--- config.mk ---
export PLATFORM = sky130hd
export DESIGN_NAME = bp_io_cmd_responder
export DESIGN_NICKNAME = d
export VERILOG_FILES = /design/src/rtl/bp_me_pkg.sv /design/src/rtl/bp_io_responder_regfile.sv /design/src/rtl/bp_io_cmd_responder.sv
export SDC_FILE = /design/constraint.sdc
export NUM_CORES = 2
export LEC_CHECK = 0
export BUFFER_PORTS_ARGS = -buffer_cell sky130_fd_sc_hd__buf_2
export CAP_MARGIN = 10
export CORE_MARGIN = 2
export CORE_UTILIZATION = 45
export CTS_BUF_LIST = sky130_fd_sc_hd__clkbuf_8
export DETAILED_ROUTE_END_ITERATION = 8
export PLACE_DENSITY = 0.67
export SETUP_SLACK_MARGIN = 0.5
export SLEW_MARGIN = 40
export SYNTH_ARGS = -nofsm -noshare
export SYNTH_HDL_FRONTEND = slang
export SYNTH_SLANG_ARGS = --single-unit
export TNS_END_PERCENT = 5
--- constraint.sdc ---
create_clock -name clk_i -period 5.96 [get_ports clk_i]
set_input_delay 1.192 -clock clk_i [delete_from_list [all_inputs] [get_ports clk_i]]
set_output_delay 1.192 -clock clk_i [all_outputs]
set_load 0.005 [all_outputs]
--- src/rtl/bp_me_pkg.sv ---
// IO NoC definitions shared by the IO command responder and its register bank:
// header layout, opcode and size encodings, and byte-lane helpers.
package bp_me_pkg;

  localparam int io_cord_width_gp = 8;
  localparam int io_len_width_gp  = 4;
  localparam int io_addr_width_gp = 40;
  localparam int io_flit_width_gp = 64;

  typedef enum logic [1:0] {
    e_io_rd   = 2'd0,
    e_io_wr   = 2'd1,
    e_io_rsvd = 2'd2,
    e_io_err  = 2'd3
  } bp_io_opcode_e;

  typedef enum logic [1:0] {
    e_io_size_b = 2'd0,
    e_io_size_h = 2'd1,
    e_io_size_w = 2'd2,
    e_io_size_d = 2'd3
  } bp_io_size_e;

  // First declared field is the MSB; dst_cord lands in the flit LSBs.
  typedef struct packed {
    logic [io_addr_width_gp-1:0] addr;
    bp_io_size_e                 size;
    bp_io_opcode_e               opcode;
    logic [io_cord_width_gp-1:0] src_cord;
    logic [io_len_width_gp-1:0]  len;
    logic [io_cord_width_gp-1:0] dst_cord;
  } bp_io_noc_hdr_s;

  // Byte lanes of a dword touched by an access of the given size at offset off.
  function automatic logic [7:0] io_byte_mask(input bp_io_size_e size, input logic [2:0] off);
    logic [7:0] mask;
    case (size)
      e_io_size_b: mask = 8'h01 << off;
      e_io_size_h: mask = 8'h03 << off;
      e_io_size_w: mask = 8'h0F << off;
      default:     mask = 8'hFF;
    endcase
    return mask;
  endfunction

  // An access must be naturally aligned to its own size.
  function automatic logic io_misaligned(input bp_io_size_e size, input logic [2:0] off);
    logic bad;
    case (size)
      e_io_size_b: bad = 1'b0;
      e_io_size_h: bad = off[0];
      e_io_size_w: bad = |off[1:0];
      default:     bad = |off;
    endcase
    return bad;
  endfunction

endpackage

--- src/rtl/bp_io_responder_regfile.sv ---
// Bank of 64-bit registers with byte-masked write and one registered read port.
// Every register clears on reset, so the bank is built from flops.
module bp_io_responder_regfile
  import bp_me_pkg::*;
#(
  parameter int els_p   = 16,
  parameter int width_p = 64,
  parameter int lg_els_p = $clog2(els_p)
) (
  input  logic                  clk_i,
  input  logic                  reset_i,
  input  logic                  w_v_i,
  input  logic [lg_els_p-1:0]   w_addr_i,
  input  logic [width_p/8-1:0]  w_mask_i,
  input  logic [width_p-1:0]    w_data_i,
  input  logic                  r_v_i,
  input  logic [lg_els_p-1:0]   r_addr_i,
  output logic [width_p-1:0]    r_data_o
);

  logic [width_p-1:0] entry_q [els_p];
  logic [width_p-1:0] r_data_reg;

  for (genvar gi = 0; gi < els_p; gi++) begin : g_entry
    logic [width_p-1:0] entry_reg;

    // Byte-masked update of one register when the write address selects it.
    always_ff @(posedge clk_i) begin
      if (reset_i) begin
        entry_reg <= '0;
      end else if (w_v_i && (w_addr_i == lg_els_p'(gi))) begin
        for (int b = 0; b < width_p/8; b++) begin
          if (w_mask_i[b]) entry_reg[8*b +: 8] <= w_data_i[8*b +: 8];
        end
      end
    end

    assign entry_q[gi] = entry_reg;
  end

  // Registered read; output holds the last value read until the next read.
  always_ff @(posedge clk_i) begin
    if (reset_i) begin
      r_data_reg <= '0;
    end else if (r_v_i) begin
      r_data_reg <= entry_q[r_addr_i];
    end
  end

  assign r_data_o = r_data_reg;

endmodule

--- src/rtl/bp_io_cmd_responder.sv ---
// IO NoC command responder: receives one wormhole command packet at a time,
// executes it against a local register bank and returns a two-flit response.
// Optional build macro BP_IO_RESPONDER_ERR_CNT_EN adds a saturating 16-bit
// error counter on err_count_o; without it err_count_o is tied to zero.
module bp_io_cmd_responder
  import bp_me_pkg::*;
#(
  parameter int flit_width_p = 64,
  parameter int cord_width_p = 8,
  parameter int len_width_p  = 4,
  parameter int addr_width_p = 40,
  parameter int reg_els_p    = 16
) (
  input  logic                      clk_i,
  input  logic                      reset_i,
  input  logic [cord_width_p-1:0]   my_cord_i,
  input  logic [flit_width_p+1:0]   cmd_link_i,
  output logic [flit_width_p+1:0]   cmd_link_o,
  input  logic [flit_width_p+1:0]   resp_link_i,
  output logic [flit_width_p+1:0]   resp_link_o,
  output logic [15:0]               err_count_o
);

  localparam int lg_els_lp = $clog2(reg_els_p);
  localparam logic [io_addr_width_gp-1:0] addr_lim_lp = io_addr_width_gp'(reg_els_p * 8);

  localparam logic [2:0] ST_RX_HDR  = 3'd0;
  localparam logic [2:0] ST_RX_DATA = 3'd1;
  localparam logic [2:0] ST_EXEC    = 3'd2;
  localparam logic [2:0] ST_TX_HDR  = 3'd3;
  localparam logic [2:0] ST_TX_DATA = 3'd4;

  logic [2:0]                 state_reg, state_next;
  bp_io_noc_hdr_s             hdr_reg;
  logic [io_flit_width_gp-1:0] wdata_reg;
  logic [io_len_width_gp-1:0]  cnt_reg;
  logic                       err_reg;

  logic                        cmd_v, cmd_ready, cmd_accept, resp_ready, resp_v;
  logic [io_flit_width_gp-1:0] cmd_data, resp_flit, wdata_shift, r_data;
  bp_io_noc_hdr_s              hdr_in, resp_hdr;
  logic [7:0]                  byte_mask;
  logic                        is_rd, is_wr, misaligned, exec_err, rf_w_v, rf_r_v;
  logic                        unused_link;

  assign cmd_v      = cmd_link_i[flit_width_p+1];
  assign cmd_data   = cmd_link_i[flit_width_p:1];
  assign resp_ready = resp_link_i[0];
  assign unused_link = ^{cmd_link_i[0], resp_link_i[flit_width_p+1:1]};
  assign hdr_in     = bp_io_noc_hdr_s'(cmd_data);

  assign cmd_ready  = !reset_i && ((state_reg == ST_RX_HDR) || (state_reg == ST_RX_DATA));
  assign cmd_accept = cmd_v && cmd_ready;
  assign resp_v     = !reset_i && ((state_reg == ST_TX_HDR) || (state_reg == ST_TX_DATA));

  // Command decode, evaluated against the latched header during EXEC.
  assign is_rd       = (hdr_reg.opcode == e_io_rd);
  assign is_wr       = (hdr_reg.opcode == e_io_wr);
  assign byte_mask   = io_byte_mask(hdr_reg.size, hdr_reg.addr[2:0]);
  assign misaligned  = io_misaligned(hdr_reg.size, hdr_reg.addr[2:0]);
  assign wdata_shift = wdata_reg << {hdr_reg.addr[2:0], 3'b000};
  assign exec_err    = hdr_reg.opcode[1]
                     | (hdr_reg.len != 4'd1)
                     | (hdr_reg.dst_cord != my_cord_i)
                     | (hdr_reg.addr >= addr_lim_lp)
                     | (is_wr & misaligned);
  assign rf_w_v      = (state_reg == ST_EXEC) && !exec_err && is_wr;
  assign rf_r_v      = (state_reg == ST_EXEC) && !exec_err && is_rd;

  bp_io_responder_regfile #(
    .els_p   (reg_els_p),
    .width_p (io_flit_width_gp)
  ) regfile (
    .clk_i    (clk_i),
    .reset_i  (reset_i),
    .w_v_i    (rf_w_v),
    .w_addr_i (hdr_reg.addr[3 +: lg_els_lp]),
    .w_mask_i (byte_mask),
    .w_data_i (wdata_shift),
    .r_v_i    (rf_r_v),
    .r_addr_i (hdr_reg.addr[3 +: lg_els_lp]),
    .r_data_o (r_data)
  );

  // Packet sequencing: receive header and data flits, execute, send response.
  always_comb begin
    state_next = state_reg;
    case (state_reg)
      ST_RX_HDR:  if (cmd_accept) state_next = (hdr_in.len == '0) ? ST_EXEC : ST_RX_DATA;
      ST_RX_DATA: if (cmd_accept && (cnt_reg == 4'd1)) state_next = ST_EXEC;
      ST_EXEC:    state_next = ST_TX_HDR;
      ST_TX_HDR:  if (resp_ready) state_next = ST_TX_DATA;
      ST_TX_DATA: if (resp_ready) state_next = ST_RX_HDR;
      default:    state_next = ST_RX_HDR;
    endcase
  end

  // State register plus header, counter, write data and error latches.
  always_ff @(posedge clk_i) begin
    if (reset_i) begin
      state_reg <= ST_RX_HDR;
      hdr_reg   <= '0;
      wdata_reg <= '0;
      cnt_reg   <= '0;
      err_reg   <= 1'b0;
    end else begin
      state_reg <= state_next;
      if ((state_reg == ST_RX_HDR) && cmd_accept) begin
        hdr_reg   <= hdr_in;
        cnt_reg   <= hdr_in.len;
        wdata_reg <= '0;
      end
      if ((state_reg == ST_RX_DATA) && cmd_accept) begin
        cnt_reg <= cnt_reg - 4'd1;
        // Only the first data flit carries write data; trailing flits are dropped.
        if (cnt_reg == hdr_reg.len) wdata_reg <= cmd_data;
      end
      if (state_reg == ST_EXEC) err_reg <= exec_err;
    end
  end

  // Response header echoes addr/size and turns the packet back toward the sender.
  always_comb begin
    resp_hdr          = hdr_reg;
    resp_hdr.opcode   = err_reg ? e_io_err : hdr_reg.opcode;
    resp_hdr.src_cord = my_cord_i;
    resp_hdr.len      = 4'd1;
    resp_hdr.dst_cord = hdr_reg.src_cord;
  end

  // Outgoing flit: header, then read data (zero for writes and errors).
  always_comb begin
    resp_flit = '0;
    if (state_reg == ST_TX_HDR)  resp_flit = resp_hdr;
    if (state_reg == ST_TX_DATA) resp_flit = (is_rd && !err_reg) ? r_data : '0;
  end

  assign cmd_link_o  = {1'b0, {flit_width_p{1'b0}}, cmd_ready};
  assign resp_link_o = {resp_v, resp_flit, 1'b0};

`ifdef BP_IO_RESPONDER_ERR_CNT_EN
  logic [15:0] err_cnt_reg;

  // Count rejected commands, sticking at the maximum.
  always_ff @(posedge clk_i) begin
    if (reset_i) begin
      err_cnt_reg <= '0;
    end else if ((state_reg == ST_EXEC) && exec_err && (err_cnt_reg != 16'hFFFF)) begin
      err_cnt_reg <= err_cnt_reg + 16'd1;
    end
  end

  assign err_count_o = err_cnt_reg;
`else
  assign err_count_o = '0;
`endif

endmodule

==> impl_summary.txt <==
----------------------------------------------------
[Timing]
  Number of hold-slack violations in the final timing report ... 0
  RSZ-0062 raised after global routing ... no
  Transition at the pin with the smallest max-transition slack ... a little over 900 ps
  Worst slew slack as a fraction of its limit ... 39.0%
  Achievable Freq ... 214 MHz
  Final period util ... between 70% and 80%
  Number of pins with negative max-slew slack in the final report ... 0
  Final TNS setup ... 0 ps
  Setup Viol. Count Final ... 0
  Post-Route Hold Slack ... ~460 ps
  Final min period ... 4680 ps
  Skew final ... 46.7 ps

[Route]
  Iteration-0 DRC count of the detailed router ... 4328
  Overall routed net length ... 165 mm
  Post-route DRC ... 0
  Post-route antenna net violation count ... 0
  Total via count in the routed design ... ~42000
  Number of detailed-route iterations in the first pass ... 6
  Routed wire per std cell ... 23.1 um
  Drt via density ... 5.85

[Placed design]
  Half-perimeter wire length of the detailed placement result ... 105 mm
  Placed Cells ... ~6800
  Routability Congestion ... 0.895
  DP Area ... 59600 um2
  Number of buffers added on ports ... 141

[Yosys]
  Area share of xor/xnor cells in the synthesized design ... 0.181%
  Synth Warn # ... 0
  Dominant combinational cell family by area after synthesis ... multiplexers
  Mean post-synth cell area ... about 11 um2
  Synth Area in Simple Gates ... 18.0%
  Share of synthesized cell area in full adder, half adder and majority cells ... 0.130%
  EDFF count, synth ... 0
  Multiplexer share of the synthesized area ... 27.1%
  Compound-Gate Fraction of Synth Area ... 8.05%
  Synthesized flop and latch total ... 1224
  Most frequently used flop master after synthesis ... sky130_fd_sc_hd__dfxtp_1
  Area fraction of the dominant cell type after synthesis ... approximately 42%
  Cell types occupying the most area after synthesis ... sky130_fd_sc_hd__dfxtp_1, sky130_fd_sc_hd__mux2i_1, sky130_fd_sc_hd__mux4_2, sky130_fd_sc_hd__nand2b_1, sky130_fd_sc_hd__a22o_1
  Number of library cell types mapped by synthesis ... 64
  Post-synthesis cell count ... 5368
  Synth async-reset ratio ... 0%
  Sequential area share after synthesis ... between 40% and 50%
  Biggest area consumer among synthesized cells ... sky130_fd_sc_hd__dfxtp_1
  Post-synth design cell area ... 57900 um2

[Setup path]
  Worst reg2reg setup slack ... 2310 ps
  Data arrival at the endpoint of the critical path ... approximately 3500 ps
  Setup CP Type ... reg -> out
  Top delay family on crit path ... simple AND/OR/NAND/NOR gates
  Endpoint class of the critical path ... output pin
  Slowest cell on the critical path ... sky130_fd_sc_hd__or4_1
  Series of cell instances along the critical path ... or4_1 -> nor2_4 -> buf_4 -> a22o_1 -> buf_2
  Data required time at the worst endpoint ... 4770 ps
  Instance count on the critical path ... 5
  CP peak stage delay ... 630 ps
  CP bufs+invs ... 2
  Register-to-Register Path Depth ... 7
  Critical register-to-register path endpoint ... regfile.g_entry[0].entry_reg[1]$_SDFFE_PP0P_
  Crit path max fanout ... 33
  Reg-to-Reg Start ... state_reg[1]$_SDFFE_PP0P_
  CP startpoint kind ... flip-flop

[Floorplanning]
  Initial Utilization ... between 40% and 50%
  X dimension of the die ... ~360 um
  Die height ... 363 um
  Core Footprint ... ~130000 um2
  Std-Cell Rows ... approximately 130
  Die Footprint ... 132000 um2
  Num ports ... 290

[Power]
  Relative contribution of combinational cells to total power ... under 10%
  Pwr per Cell Area ... 263 nW/um2
  P_leak ... 27.7 nW
  Share of power burned in the clock network ... 45.8%
  Switching power ... 4.04 mW
  Maximum vdd drop ... 0.000184 V
  Switching power share of the total ... 24.1%
  Fraction of power consumed by sequential logic ... 49.3%
  Internal power summed over all cells ... 12.8 mW

[Finish]
  Layout filler cell count ... 11400
  Final net count ... 5479
  Area growth syn-to-layout ... 10.3%
  Sequential Area ... 24500 um2
  Post-route insts no fill ... 7149
  Area of the multi-input gates ... 31500 um2
  Largest register FFs ... 1024
  Ratio of cells with drive above 1 in the final layout ... 17.8%
  Design area ... between 60000 and 70000 um2

[Clock tree]
  TritonCTS clock tree ... done
  Clock network latency to the later pin of the worst-skew pair ... 930 ps
  Post-CTS Setup Inserts ... 0
  Post-cts hold buffer count ... 0
  Largest buffer count on any clock path ... 3
  Clock-pin slew reported for the worst setup and hold paths after clock tree synthesis ... 60 ps
  Maximum level of the CTS H-tree ... 4
  Post_cts resized ... 0
  Total clock buffers created by CTS ... 193
  Clock root buffer master ... sky130_fd_sc_hd__clkbuf_8
  Sink Count ... 1224

[Global routing]
  Total Routing Usage GR ... between 20% and 30%
  Number of antenna violations at the first check in global routing ... 4
  Global-route wire length before repair ... roughly 250 mm
  Total global routing overflow ... 0
  Via count of the first global-routing pass ... 40700
  Maximum number of pins on one net before global-route repair ... 259

[Worst hold path]
  Hold-critical path endpoint ... hdr_reg[13]$_SDFFE_PP0P_
  Instance count along the most critical hold path ... 2
  Kind of path behind the tightest hold check ... reg -> reg
  Hold Path Origin ... hdr_reg[13]$_SDFFE_PP0P_

[Job]
  Total of max-cap violations ... 0

[Outcome]
  Result of the run ... complete, no violations

----------------------------------------------------
## synthesized netlist by cell type, types with 5 or more instances
cell type,n
sky130_fd_sc_hd__nand2b_1,913
sky130_fd_sc_hd__nand3_2,53
sky130_fd_sc_hd__clkbuf_1,334
sky130_fd_sc_hd__a2bb2oi_1,15
sky130_fd_sc_hd__mux4_2,279
sky130_fd_sc_hd__buf_2,33
sky130_fd_sc_hd__a22o_1,163
sky130_fd_sc_hd__xnor2_1,12
sky130_fd_sc_hd__nand3_1,131
sky130_fd_sc_hd__ha_1,6
sky130_fd_sc_hd__o21ai_0,78
sky130_fd_sc_hd__a22oi_1,128
sky130_fd_sc_hd__a21oi_1,208
sky130_fd_sc_hd__nor4_1,13
sky130_fd_sc_hd__nand2_1,347
sky130_fd_sc_hd__a21o_1,16
sky130_fd_sc_hd__a211oi_1,5
sky130_fd_sc_hd__nand4_2,10
sky130_fd_sc_hd__a41oi_1,16
sky130_fd_sc_hd__nand4_1,5
sky130_fd_sc_hd__mux2_2,8
sky130_fd_sc_hd__nor3_1,23
sky130_fd_sc_hd__buf_1,57
sky130_fd_sc_hd__buf_4,97
sky130_fd_sc_hd__o2bb2ai_1,23
sky130_fd_sc_hd__nand4_4,21
sky130_fd_sc_hd__and2_1,30
sky130_fd_sc_hd__o22ai_1,7
sky130_fd_sc_hd__dfxtp_1,1224
sky130_fd_sc_hd__nor2b_1,8
sky130_fd_sc_hd__mux2i_1,933
sky130_fd_sc_hd__nand3_4,31
sky130_fd_sc_hd__or2_2,11
sky130_fd_sc_hd__a31oi_1,6
sky130_fd_sc_hd__nor4_2,6
sky130_fd_sc_hd__inv_1,7
sky130_fd_sc_hd__nor2_1,65
## worst reg2reg max path, stage by stage (launching register included)
cell and delay, ps:
sky130_fd_sc_hd__dfxtp_1 580, sky130_fd_sc_hd__nor3b_2 350, sky130_fd_sc_hd__nand3_2 560, sky130_fd_sc_hd__nor3_4 490
sky130_fd_sc_hd__buf_4 610, sky130_fd_sc_hd__and3_1 430, sky130_fd_sc_hd__buf_4 360, sky130_fd_sc_hd__a22o_1 210
## power groups by stage
stage	sequential, mW	combinational [mW]	clock (mW)
floorplan	8.41	0.616	0
CTS	8.27	0.812	7.81
global route	8.28	0.872	8.16
finish	8.28	0.830	7.69
global placement	8.45	0.797	0
detailed placement	8.46	0.810	0
## metal layers
layer	global-route usage, %	vias up	wire, um
met4	9.58	4	5870
met3	5.04	337	12800
met1	34.0	20900	72800
met5	0	-	23
met2	37.6	1648	73500
li1	-	19000	-
## layout by cell type, fill, tap and decap left out, drive strengths merged, types with 11 or more instances in the layout
master / instances
mux2i: 933
nor4: 23
bufinv: 14
xnor2: 12
inv: 68
a22o: 163
nand2b: 913
clkbuf: 242
nand2: 347
a2bb2oi: 15
a22oi: 128
o21ai: 79
a21o: 16
a41oi: 16
conb: 82
a21oi: 210
dfxtp: 1224
mux4: 279
and2: 30
or2: 11
clkinv: 25
buf: 213
nand4: 36
o2bb2ai: 23
nand3: 215
nor3: 24
nor2: 65
## kinds of logic (layout without fill, tap and decap cells)
| family | Yosys count | after routing |
|---|---|---|
| flip-flops | 1224 | 1224 |
| XOR/XNOR | 12 | 12 |
| other | 1 | 85 |
| AO/OA/AOI/OAI | 679 | 679 |
| AND/OR/NAND/NOR | 1691 | 1691 |
| multiplexers | 1220 | 1220 |
| adder cells (fa/ha/maj) | 6 | 6 |
| buffers and inverters | 535 | 570 |
## final cells by class
class / count / share of cell area (%)
well taps: 1662 / 3.26
inverters: 8 / 0.0470
flip-flops and latches: 1224 / 38.4
clock inverters: 107 / 1.34
diodes: 3 / 0.0118
clock buffers: 241 / 5.19
multi-input cells: 3690 / 49.4
repair buffers: 214 / 2.41
## how the worst max path moves through the flow
| stage | start | endpoint | slack (ps) |
|---|---|---|---|
| after CTS | state_reg[0]$_SDFFE_PP0P_ | resp_link_o[41] | 1300 |
| after floorplan | reset_i | resp_link_o[65] | 2070 |
| final | state_reg[0]$_SDFFE_PP0P_ | resp_link_o[41] | 1280 |
| after global routing | state_reg[0]$_SDFFE_PP0P_ | resp_link_o[41] | 1170 |
| after detailed placement | my_cord_i[2] | regfile.r_data_o[13]$_SDFFE_PP0P_ | 1630 |
| after global placement | my_cord_i[2] | regfile.g_entry[14].entry_reg[36]$_SDFFE_PP0P_ | 1610 |
## stage by stage
step                util, %  power, mW  worst slack (ps)
floorplan                 -       9.03              2070
global placement       46.5       9.25              1610
detailed placement     46.7       9.27              1630
CTS                    50.0       16.9              1300
global route           50.0       17.3              1170
finish                 50.0       16.8              1280
No activity file was read; power rests on OpenSTA's default activity.
